==> src/rtl/voice_scheduler_pkg.sv <==
// Shared definitions for the voice scheduler slice.
// Holds the sequencer state encoding, the rest-note code and the default
// note/duration widths that song_reader also uses.
package voice_scheduler_pkg;

  localparam int unsigned DEF_NOTE_WIDTH     = 6;
  localparam int unsigned DEF_DURATION_WIDTH = 6;
  localparam int unsigned REST_NOTE          = 0;

  typedef enum logic [1:0] {
    SCHED_IDLE = 2'd0,
    SCHED_GATE = 2'd1,
    SCHED_DONE = 2'd2
  } sched_state_e;

endpackage

==> src/rtl/voice_scheduler_if.sv <==
// Sequencing handshake between song_reader (master) and voice_scheduler (slave).
//   new_note      : one-cycle note event; note/duration/activate valid with it
//   note          : pitch code (0 = rest)
//   duration      : length in beats
//   activate      : 1 = chord note, 0 = normal note
//   note_done     : pulse when a normal note's duration has expired
//   activate_done : pulse when a chord note has been accepted
interface voice_scheduler_if #(
  parameter int unsigned NOTE_WIDTH     = voice_scheduler_pkg::DEF_NOTE_WIDTH,
  parameter int unsigned DURATION_WIDTH = voice_scheduler_pkg::DEF_DURATION_WIDTH
);
  logic                      new_note;
  logic [NOTE_WIDTH-1:0]     note;
  logic [DURATION_WIDTH-1:0] duration;
  logic                      activate;
  logic                      note_done;
  logic                      activate_done;

  modport master (
    output new_note, note, duration, activate,
    input  note_done, activate_done
  );

  modport slave (
    input  new_note, note, duration, activate,
    output note_done, activate_done
  );
endinterface

==> src/rtl/voice_scheduler_voice_slot.sv <==
// One note_player voice: busy flag, pitch and remaining beat count.
//   clk, rst_n     : clock, asynchronous active-low clear
//   flush          : synchronous clear of busy/remaining (pitch retained)
//   load           : restart with load_note/load_duration (wins over tick)
//   tick           : counted beat (beat gated by play)
//   busy           : voice is sounding
//   pitch          : current pitch code
//   remaining      : beats left
module voice_slot import voice_scheduler_pkg::*; #(
  parameter int unsigned NOTE_WIDTH     = DEF_NOTE_WIDTH,
  parameter int unsigned DURATION_WIDTH = DEF_DURATION_WIDTH
) (
  input  logic                      clk,
  input  logic                      rst_n,
  input  logic                      flush,
  input  logic                      load,
  input  logic                      tick,
  input  logic [NOTE_WIDTH-1:0]     load_note,
  input  logic [DURATION_WIDTH-1:0] load_duration,
  output logic                      busy,
  output logic [NOTE_WIDTH-1:0]     pitch,
  output logic [DURATION_WIDTH-1:0] remaining
);

  always_ff @(posedge clk or negedge rst_n) begin
    if (!rst_n) begin
      busy      <= 1'b0;
      pitch     <= '0;
      remaining <= '0;
    end else if (flush) begin
      busy      <= 1'b0;
      remaining <= '0;
    end else if (load) begin
      busy      <= 1'b1;
      pitch     <= load_note;
      remaining <= load_duration;
    end else if (tick && busy && (remaining != '0)) begin
      remaining <= remaining - 1'b1;
      // busy drops on the same edge the count reaches zero
      if (remaining == DURATION_WIDTH'(1)) busy <= 1'b0;
    end
  end

endmodule

==> src/rtl/voice_scheduler.sv <==
// Allocates note_player voices for song_reader note events and times the
// sequencer gate that produces note_done / activate_done.
//   clk, reset   : clock, asynchronous active-low reset
//   play         : 1 = beats counted, 0 = all timers frozen
//   flush        : synchronous clear of all voices and the gate
//   beat         : one-cycle beat strobe
//   seq          : song_reader handshake (slave side)
//   voice_load   : per-voice restart pulse
//   voice_active : per-voice sounding flag
//   voice_note   : flattened pitch, voice k at [k*NOTE_WIDTH +: NOTE_WIDTH]
module voice_scheduler import voice_scheduler_pkg::*; #(
  parameter int unsigned NUM_VOICES     = 3,
  parameter int unsigned NOTE_WIDTH     = DEF_NOTE_WIDTH,
  parameter int unsigned DURATION_WIDTH = DEF_DURATION_WIDTH
) (
  input  logic                             clk,
  input  logic                             reset,
  input  logic                             play,
  input  logic                             flush,
  input  logic                             beat,
  voice_scheduler_if.slave                 seq,
  output logic [NUM_VOICES-1:0]            voice_load,
  output logic [NUM_VOICES-1:0]            voice_active,
  output logic [NUM_VOICES*NOTE_WIDTH-1:0] voice_note
);

  logic                      tick;
  logic                      alloc_en;
  logic [NUM_VOICES-1:0]     busy;
  logic [NUM_VOICES-1:0]     load_sel;
  logic [NUM_VOICES-1:0]     free_sel;
  logic [NUM_VOICES-1:0]     steal_sel;
  logic                      free_found;
  logic [DURATION_WIDTH-1:0] min_rem;
  logic [DURATION_WIDTH-1:0] remaining [NUM_VOICES];

  sched_state_e              state, state_nx;
  logic [DURATION_WIDTH-1:0] gate, gate_nx;
  logic                      act_done_q, act_done_nx;

  assign tick     = beat & play;
  assign alloc_en = seq.new_note & ~flush
                  & (seq.note != NOTE_WIDTH'(REST_NOTE))
                  & (seq.duration != '0);

  for (genvar k = 0; k < NUM_VOICES; k++) begin : g_voice
    voice_slot #(
      .NOTE_WIDTH    (NOTE_WIDTH),
      .DURATION_WIDTH(DURATION_WIDTH)
    ) u_slot (
      .clk          (clk),
      .rst_n        (reset),
      .flush        (flush),
      .load         (load_sel[k]),
      .tick         (tick),
      .load_note    (seq.note),
      .load_duration(seq.duration),
      .busy         (busy[k]),
      .pitch        (voice_note[k*NOTE_WIDTH +: NOTE_WIDTH]),
      .remaining    (remaining[k])
    );
  end

  assign voice_active = busy;

  // Lowest free voice first; otherwise steal the smallest remaining count,
  // strict '<' keeps the lowest index on ties.
  always_comb begin
    free_sel   = '0;
    free_found = 1'b0;
    for (int unsigned k = 0; k < NUM_VOICES; k++) begin
      if (!busy[k] && !free_found) begin
        free_sel[k] = 1'b1;
        free_found  = 1'b1;
      end
    end
    steal_sel    = '0;
    steal_sel[0] = 1'b1;
    min_rem      = remaining[0];
    for (int unsigned k = 1; k < NUM_VOICES; k++) begin
      if (remaining[k] < min_rem) begin
        min_rem      = remaining[k];
        steal_sel    = '0;
        steal_sel[k] = 1'b1;
      end
    end
    load_sel = '0;
    if (alloc_en) load_sel = free_found ? free_sel : steal_sel;
  end

  always_ff @(posedge clk or negedge reset) begin
    if (!reset) voice_load <= '0;
    else        voice_load <= load_sel;
  end

  // Gate timing runs first, then a new_note overrides it, so a note arriving
  // mid-gate abandons the old note without producing its note_done.
  always_comb begin
    state_nx    = state;
    gate_nx     = gate;
    act_done_nx = 1'b0;
    case (state)
      SCHED_GATE: begin
        if (tick) begin
          if (gate <= DURATION_WIDTH'(1)) begin
            gate_nx  = '0;
            state_nx = SCHED_DONE;
          end else begin
            gate_nx = gate - 1'b1;
          end
        end
      end
      SCHED_DONE: state_nx = SCHED_IDLE;
      default:    state_nx = SCHED_IDLE;
    endcase
    if (seq.new_note) begin
      if (seq.activate) begin
        act_done_nx = 1'b1;
      end else if (seq.duration == '0) begin
        gate_nx  = '0;
        state_nx = SCHED_DONE;
      end else begin
        gate_nx  = seq.duration;
        state_nx = SCHED_GATE;
      end
    end
    if (flush) begin
      state_nx    = SCHED_IDLE;
      gate_nx     = '0;
      act_done_nx = 1'b0;
    end
  end

  always_ff @(posedge clk or negedge reset) begin
    if (!reset) begin
      state      <= SCHED_IDLE;
      gate       <= '0;
      act_done_q <= 1'b0;
    end else begin
      state      <= state_nx;
      gate       <= gate_nx;
      act_done_q <= act_done_nx;
    end
  end

  assign seq.note_done     = (state == SCHED_DONE);
  assign seq.activate_done = act_done_q;

endmodule

==> src/flat_wrapper.sv <==
// flat-port wrapper written by rule: the top's interface ports become plain ports
module voice_scheduler_flat import voice_scheduler_pkg::*;
#(
  parameter int unsigned NUM_VOICES     = 3,
  parameter int unsigned NOTE_WIDTH     = DEF_NOTE_WIDTH,
  parameter int unsigned DURATION_WIDTH = DEF_DURATION_WIDTH
)
  (clk, reset, play, flush, beat, voice_load, voice_active, voice_note, seq_new_note, seq_note, seq_duration, seq_activate, seq_note_done, seq_activate_done);
  voice_scheduler_if #(.NOTE_WIDTH(NOTE_WIDTH), .DURATION_WIDTH(DURATION_WIDTH)) seq_i ();
  input  logic clk;
  input  logic reset;
  input  logic play;
  input  logic flush;
  input  logic beat;
  output logic [NUM_VOICES-1:0] voice_load;
  output logic [NUM_VOICES-1:0] voice_active;
  output logic [NUM_VOICES*NOTE_WIDTH-1:0] voice_note;
  input wire logic [$bits(seq_i.new_note)-1:0] seq_new_note;
  input wire logic [$bits(seq_i.note)-1:0] seq_note;
  input wire logic [$bits(seq_i.duration)-1:0] seq_duration;
  input wire logic [$bits(seq_i.activate)-1:0] seq_activate;
  output wire logic [$bits(seq_i.note_done)-1:0] seq_note_done;
  output wire logic [$bits(seq_i.activate_done)-1:0] seq_activate_done;
  assign seq_i.new_note = seq_new_note;
  assign seq_i.note = seq_note;
  assign seq_i.duration = seq_duration;
  assign seq_i.activate = seq_activate;
  assign seq_note_done = seq_i.note_done;
  assign seq_activate_done = seq_i.activate_done;
  voice_scheduler #(.NUM_VOICES(NUM_VOICES), .NOTE_WIDTH(NOTE_WIDTH), .DURATION_WIDTH(DURATION_WIDTH)) u_core (.clk(clk), .reset(reset), .play(play), .flush(flush), .beat(beat), .seq(seq_i), .voice_load(voice_load), .voice_active(voice_active), .voice_note(voice_note));
endmodule
==> config.mk <==
export PLATFORM = sky130hd
export DESIGN_NAME = voice_scheduler_flat
export DESIGN_NICKNAME = d
export VERILOG_FILES = /design/src/rtl/voice_scheduler_pkg.sv /design/src/rtl/voice_scheduler_if.sv /design/src/rtl/voice_scheduler_voice_slot.sv /design/src/rtl/voice_scheduler.sv /design/src/flat_wrapper.sv
export SDC_FILE = /design/constraint.sdc
export NUM_CORES = 1
export LEC_CHECK = 0
export ABC_CLOCK_PERIOD_IN_PS = 6470
export BUFFER_PORTS_ARGS = -buffer_cell sky130_fd_sc_hd__clkbuf_2
export CAP_MARGIN = 20
export CORE_MARGIN = 4
export CORE_UTILIZATION = 40
export CTS_BUF_LIST = sky130_fd_sc_hd__clkbuf_4 sky130_fd_sc_hd__clkbuf_8 sky130_fd_sc_hd__clkbuf_16
export DETAILED_ROUTE_END_ITERATION = 8
export SETUP_SLACK_MARGIN = 0.5
export SLEW_MARGIN = 30
export SYNTH_ARGS = -nofsm -noshare
export SYNTH_HDL_FRONTEND = slang
export SYNTH_SLANG_ARGS = --single-unit
==> constraint.sdc <==
create_clock -name clk -period 6.47 [get_ports clk]
set_input_delay 0.3235 -clock clk [delete_from_list [all_inputs] [get_ports clk]]
set_output_delay 0.3235 -clock clk [all_outputs]
set_load 0.03 [all_outputs]
==> impl_results.md, run 1 <==
- Status: finished, final reports clean
- Max incr delay on CP: 490 ps
- Starting density of the core: roughly two fifths
- First drt pass iteration count: 4
- Routed vias: 2470
- Worst hold path type: in -> async
- GRT overflow: 0
- Post-synthesis sequential area ratio: 40.0%
- WS Path Type: reg -> reg
- CP max stage cell: o41ai_4
- Post-route clock period utilization: 58.6%
- Antenna Violating Nets Remaining: 0
- Clock Path Buffers: 2
- Commonest cells in the netlist: dfrtp_1, nand2_1, nor2_1, ha_1
- DRC: 0
- Max Slew Vio Count: 0
- Fin. Hold Viols: 0
- Initial antenna violation count: 0
- Drt first-iter violations: between 100 and 150
- Worst path most repeated cell: a21oi_1
- Sink Count: 51
- Post-synth top flop: dfrtp_1
- DR WL/cell: 16.6 um
- Min cycle time layout: around 3800 ps
- Synth Register Bits: 51
- Clk_lat worst skew: 300 ps
- F_max: 264 MHz
- Worst hold slack: 116 ps
- Pin count of the biggest net entering global routing: 52
- Lkg Pwr: about 0.0016 uW
- Power, Total: 923 uW
- Syn avg cell area: 10.1 um^2
- Mapped Area: around 0.0032 mm^2
- Synth warn: 0
- Critical Path, Cell by Cell: ha_1, a21oi_1, o21ai_1, a21oi_2, a21oi_1, ha_1, a21oi_1, o21bai_1, o21ai_2, o41ai_4, buf_4, mux2_4
- Relative slew slack: between 40% and 50%
- Dominant cell by count in the synthesized netlist: dfrtp_1
- Area contributors post-synth: dfrtp_1, ha_1, mux2_4
- CTS tree: built
- Layout Nets: approximately 400
- Chip Height: 97.3 um
- Total length of routed wires: about 7600 um
- Root Driver: clkbuf_8
- Post-cts sizing count: 0
- Syn nets: 356
- Ports: 45
- First-pass GRT wire length: roughly 13000 um
- HPWL after DPL: around 5700 um
- Final setup margin: roughly 2700 ps
- RSZ-0062 raised after global routing: no
- Gr usage total: 16.4%
- Worst setup SP type: flop
- Vias in the first global route: 2326
- DR vias/cell: roughly 5.4
- # port buffers: 44
- Finish-stage setup viols: 0
- Mapped Cells: around 320
- GP Congestion: approximately 0.8
- Layout cell share with drive strength beyond 1: 24.9%
- Die width: 97.3 um
- Required @ worst endpoint: 6660 ps
- TNS Setup: 0 ps
- Area delta synth->final: 12.2%
- WP data arrival: 3980 ps
- Crit end category: flop
- Cell accounting for the most synthesized area: dfrtp_1
- Htree depth: 2
- CTS buffer count: 5
- VDD IR max: 185 uV
- Slew @ Worst Pin: 845 ps
- Die ar.: about 0.0095 mm^2
- Power Density: 258 mW/mm^2
- Std-Cell Rows: 32
- Final clock skew: 8.98 ps
- Share of the synthesized area in the top cell type: 40.0%
- Number of flops mapped to enable cells by yosys: 0
- Setup Fix Bufs, Post-CTS: 0
- Antenna diode count: 0
- Core Region: 0.00773 mm^2
- Clock slew at reported path FFs: 90 ps
- Hold Buf Count CTS: 0
- Reported max-cap violation count: 0
- Async SR Flop Fraction: between 90% and 100%
- Cell variety after synth: 52
- Max FO, Critical Path: 17
- DP Worst Slack: 2700 ps
## power by group
| group | internal (uW) | switching [uW] |
|---|---|---|
| registers | 363 | 34.7 |
| logic | 112 | 194 |
| clock network | 118 | 101 |
| total | 593 | 330 |
## logic make-up (layout without fill, tap and decap cells)
logic type | after synthesis | count (layout) | share of synthesized area (%)
simple gates | 105 | 105 | 17.8
compound gates | 73 | 73 | 17.0
flops | 51 | 51 | 40.0
buf+inv | 33 | 74 | 5.21
fa+ha+maj | 21 | 21 | 8.23
mux | 19 | 19 | 7.96
xor+xnor | 14 | 14 | 3.84
## placed cells by master (no fill, tap or decap), drive strengths merged, types with 2 or more instances in the layout
master	Yosys	final
nand2b	5	5
nor3	11	11
a31oi	4	4
xnor2	10	10
o31ai	13	13
nand3	8	8
inv	20	20
nand4	9	9
xor2	4	4
nor2	24	24
and2	3	3
o21a	2	2
ha	21	21
a31o	2	2
mux2	18	18
buf	8	3
o211ai	2	2
nor4	7	7
nand4b	2	2
a211oi	10	10
nor3b	2	2
clkbuf	5	50
nand3b	3	3
nor2b	2	2
nand2	25	25
a21oi	22	22
o21ai	12	12
dfrtp	51	51
## metrics by stage
step	instances	utilization (%)	area, um^2
3_5_place_dp	452	45.0	3480
2_1_floorplan	316	-	3190
3_3_place_gp	452	45.0	3480
4_1_cts	459	46.4	3580
6_report	459	46.4	3580
5_1_grt	459	46.4	3580
## layout make-up
class	instances	area, um^2
well taps	102	128
flip-flops and latches	51	1280
fillers	718	4150
repair buffers	47	243
clock buffers	6	76.3
multi-input cells	232	1750
inverters	20	75.1
clock inverters	1	30.0
## sequential cells by signal (all words and copies together), names as in the netlist
register	cells
u_core.seq.activate_done	1
u_core.state	2
u_core.g_voice.u_slot.busy	3
u_core.g_voice.u_slot.remaining	18
u_core.g_voice.u_slot.pitch	18
u_core.gate	6
u_core.voice_load	3
## critical path, delay by kind of cell (launching register included)
family / cells / cell delay, ps
DFF: 1 / 440
adders and majority gates: 2 / 690
buffers and inverters: 1 / 330
AOI/OAI and AO/OA: 8 / 1910
muxes: 1 / 320
## layer usage
| metal | global-route usage [%] | up-vias | part of all wire [%] |
|---|---|---|---|
| met5 | 0 | - | 0 |
| met4 | 3.83 | 0 | 1.0 |
| met3 | 2.23 | 6 | 4.0 |
| met2 | 25.7 | 58 | 47 |
| met1 | 23.9 | 1187 | 48 |
| li1 | - | 1219 | - |
## final timing paths
check | start | end | slack (ps) | cells past startpoint
setup / recovery | u_core.g_voice[1].u_slot.remaining[5]$_DFFE_PN0P_ | u_core.g_voice[0].u_slot.pitch[1]$_DFFE_PN0P_ | 2680 | 12
min in group clk | seq_activate | u_core.seq.activate_done$_DFF_PN0_ | 240 | 2
max in group asynchronous | reset | u_core.gate[0]$_DFF_PN0_ | 5920 | 2
setup reg to reg | u_core.g_voice[1].u_slot.remaining[5]$_DFFE_PN0P_ | u_core.g_voice[0].u_slot.pitch[1]$_DFFE_PN0P_ | 2680 | 12
hold reg to reg | u_core.g_voice[1].u_slot.pitch[3]$_DFFE_PN0P_ | u_core.g_voice[1].u_slot.pitch[3]$_DFFE_PN0P_ | 510 | 1
hold / removal | reset | u_core.g_voice[1].u_slot.pitch[3]$_DFFE_PN0P_ | 120 | 2
Power figures use the tool's default switching activity.
==> inputs of run 2 (changes only) <==
ABC_CLOCK_PERIOD_IN_PS = 3800   (was 6470)
clock period = 3.8 ns   (was 6.47 ns; I/O delays follow)
==> run 2 against run 1 <==
Against the previous run: the run now ends with negative hold slack left; critical path type unchanged; worst setup slack worse by 2100 ps; combinational power up 97%; first-iteration DRC count up 30%; highest routed layer unchanged; largest power group unchanged.
==> impl_results.md, run 2 (synthesis gave the netlist of run 1 again) <==
- R2r setup slk: 600 ps
- Total length of routed wires: 8270 um
- Clock slew at reported path FFs: 100 ps
- Fill cell count: 703
- DR WL/cell: 17.2 um
- Vias in the first global route: 2467
- Htree depth: 2
- Hold Buf Count CTS: 0
- Lkg Pwr: 0.00169 uW
- Int Power: 1020 uW
- Layout Nets: 418
- Max incr delay on CP: 460 ps
- Min cycle time layout: 3200 ps
- Antenna Violating Nets Remaining: 0
- Max FO, Critical Path: 8
- Root Driver: clkbuf_8
- Post-route clock period utilization: 84.3%
- Non-Filler Instances: ~480
- HPWL after DPL: 5760 um
- CTS tree: built
- VDD IR max: 303 uV
- RSZ-0062 raised after global routing: yes
- Global Route met1 Usage: 23.9%
- GRT overflow: 0
- Core Region: 0.00773 mm^2
- Clk network pwr share: 21.4%
- Max Slew Vio Count: 0
- Ports: 45
- Leading cell types in the layout, fill and taps excluded: dfrtp_1, clkbuf_2, nand2_1
- R2R cell count: 12
- Flop pwr share: 41.5%
- Global route hottest layer: met2
- Combinational share of power: 37.1%
- Power, Total: 1630 uW
- Worst hold path type: in -> async
- Status: finished with violations
- Reported max-cap violation count: 0
- Relative slew slack: 47.4%
- Initial antenna violation count: 0
- Chip Height: 97.3 um
- Pin count of the biggest net entering global routing: 52
- DR vias/cell: 5.48
- Critical Path, Cell by Cell: inv_2, ha_1, a21o_4, a21oi_4, a21oi_1, ha_1, a21oi_2, o211ai_2, o211ai_1, o31ai_2, buf_6, mux2_2
- Clock Path Buffers: 2
- Slew @ Worst Pin: 785 ps
- Routed vias: roughly 2600
- First drt pass iteration count: 4
- Final clock skew: approximately 14 ps
- Fin. Hold Viols: 26
- DRC: 0
- Worst setup SP type: flop
- Antenna diode count: 0
- Drt first-iter violations: 167
- Reg2reg end: u_core.g_voice[1].u_slot.pitch[5]$_DFFE_PN0P_
- Final setup margin: between 500 and 600 ps
- Placed cell count: around 460
- Sw Share: 37.3%
- F_max: 312 MHz
- CP max stage cell: dfrtp_2
- Finish-stage setup viols: 0
- Starting density of the core: about 41%
- Failing checks: negative hold slack
- Register area: between 0.001 and 0.0015 mm^2
- Multi-input logic area: 0.00185 mm^2
- TNS Setup: 0 ps
- Sink Count: 51
- WP data arrival: 3390 ps
- CTS buffer count: 5
- Worst hold slack: -14.3 ps
- Die width: 97.3 um
- Crit end category: flop
- Gr usage total: 16.8%
- Worst r2r src: u_core.g_voice[0].u_slot.remaining[1]$_DFFE_PN0P_
- Top Registers: u_core.g_voice.u_slot.pitch (18), u_core.g_voice.u_slot.remaining (18), u_core.gate (6)
- # port buffers: 44
- Commonest non-fill, non-tap cell in the layout: dfrtp_1
- WS Path Type: reg -> reg
- GRT met2 Usage: 27.0%
- Clk_lat worst skew: 310 ps
- Worst path most repeated cell: ha_1
- Std-Cell Rows: 32
- Psw: just over 600 uW
- First-pass GRT wire length: approximately 13000 um
- GP Congestion: 0.816
- Area delta synth->final: 21.1%
- Die ar.: 0.00947 mm^2
- DP Worst Slack: 318 ps
- Power Density: 422 mW/mm^2
- Required @ worst endpoint: about 4000 ps
- Layout cell share with drive strength beyond 1: 34.6%
- M3 GR Usage: 2.58%
==> run 2: cell count changes in the layout (fill, tap and decap cells not counted), moves of 3 or more <==
cell     change
buf_4       +16
inv_1        -6
inv_2        +6
a21oi_1      -5
a21oi_2      +4
ha_1         -4
ha_4         +3
==> run 2: per-stage QoR <==
stage / cell area (um^2) / util [%]
floorplan: 3190 / -
global placement: 3520 / 45.5
detailed placement: 3520 / 45.5
CTS: 3670 / 47.5
global route: 3870 / 50.0
finish: 3870 / 50.0
==> run 2: final cells by class <==
cell class                 count  area share, %
clock buffer                   7           2.49
clock inverter                 1          0.194
inverter                      20           1.94
multi-input combinational    233           48.0
sequential                    51           33.1
tap                          102           3.30
timing repair buffer          67           11.0
==> run 2: how the worst max path moves through the flow <==
stage,from,endpoint,slack [ps],cells past startpoint
floorplan,u_core.g_voice[1].u_slot.remaining[5]$_DFFE_PN0P_,u_core.g_voice[2].u_slot.pitch[1]$_DFFE_PN0P_,510,13
global placement,u_core.g_voice[0].u_slot.remaining[1]$_DFFE_PN0P_,u_core.g_voice[2].u_slot.pitch[0]$_DFFE_PN0P_,380,12
detailed placement,u_core.g_voice[0].u_slot.remaining[1]$_DFFE_PN0P_,u_core.g_voice[1].u_slot.pitch[1]$_DFFE_PN0P_,320,12
CTS,u_core.g_voice[0].u_slot.remaining[2]$_DFFE_PN0P_,u_core.g_voice[2].u_slot.remaining[1]$_DFFE_PN0P_,500,15
global route,u_core.g_voice[0].u_slot.remaining[1]$_DFFE_PN0P_,u_core.g_voice[1].u_slot.pitch[5]$_DFFE_PN0P_,460,12
finish,u_core.g_voice[0].u_slot.remaining[1]$_DFFE_PN0P_,u_core.g_voice[1].u_slot.pitch[5]$_DFFE_PN0P_,600,12
==> run 2: critical path: cells and delay by family, from the launching register on <==
family	cells	cell delay [ps]
AOI/OAI and AO/OA	7	1380
adders and majority gates	2	600
DFF	1	460
muxes	1	330
buffers and inverters	2	310
==> run 2: layer usage <==
metal	vias to the layer above	wire, um
li1	1268	-
met2	72	3960
met4	0	84
met3	8	365
met5	-	0
met1	1289	3860
==> run 2: repair_timing <==
item                                    CTS  global route
resized for setup                         3            23
gates cloned                              1             2
pin swaps                                 0            10
endpoints found under the setup margin   38            40
buffers inserted                          3            11
==> run 2: power by group through the flow <==
stage / registers (uW) / logic, uW / clock network, uW
after global placement: 684 / 526 / 0
after floorplan: 789 / 271 / 0
after global routing: 687 / 654 / 377
after detailed placement: 682 / 532 / 0
after CTS: 675 / 555 / 356
final: 676 / 604 / 349
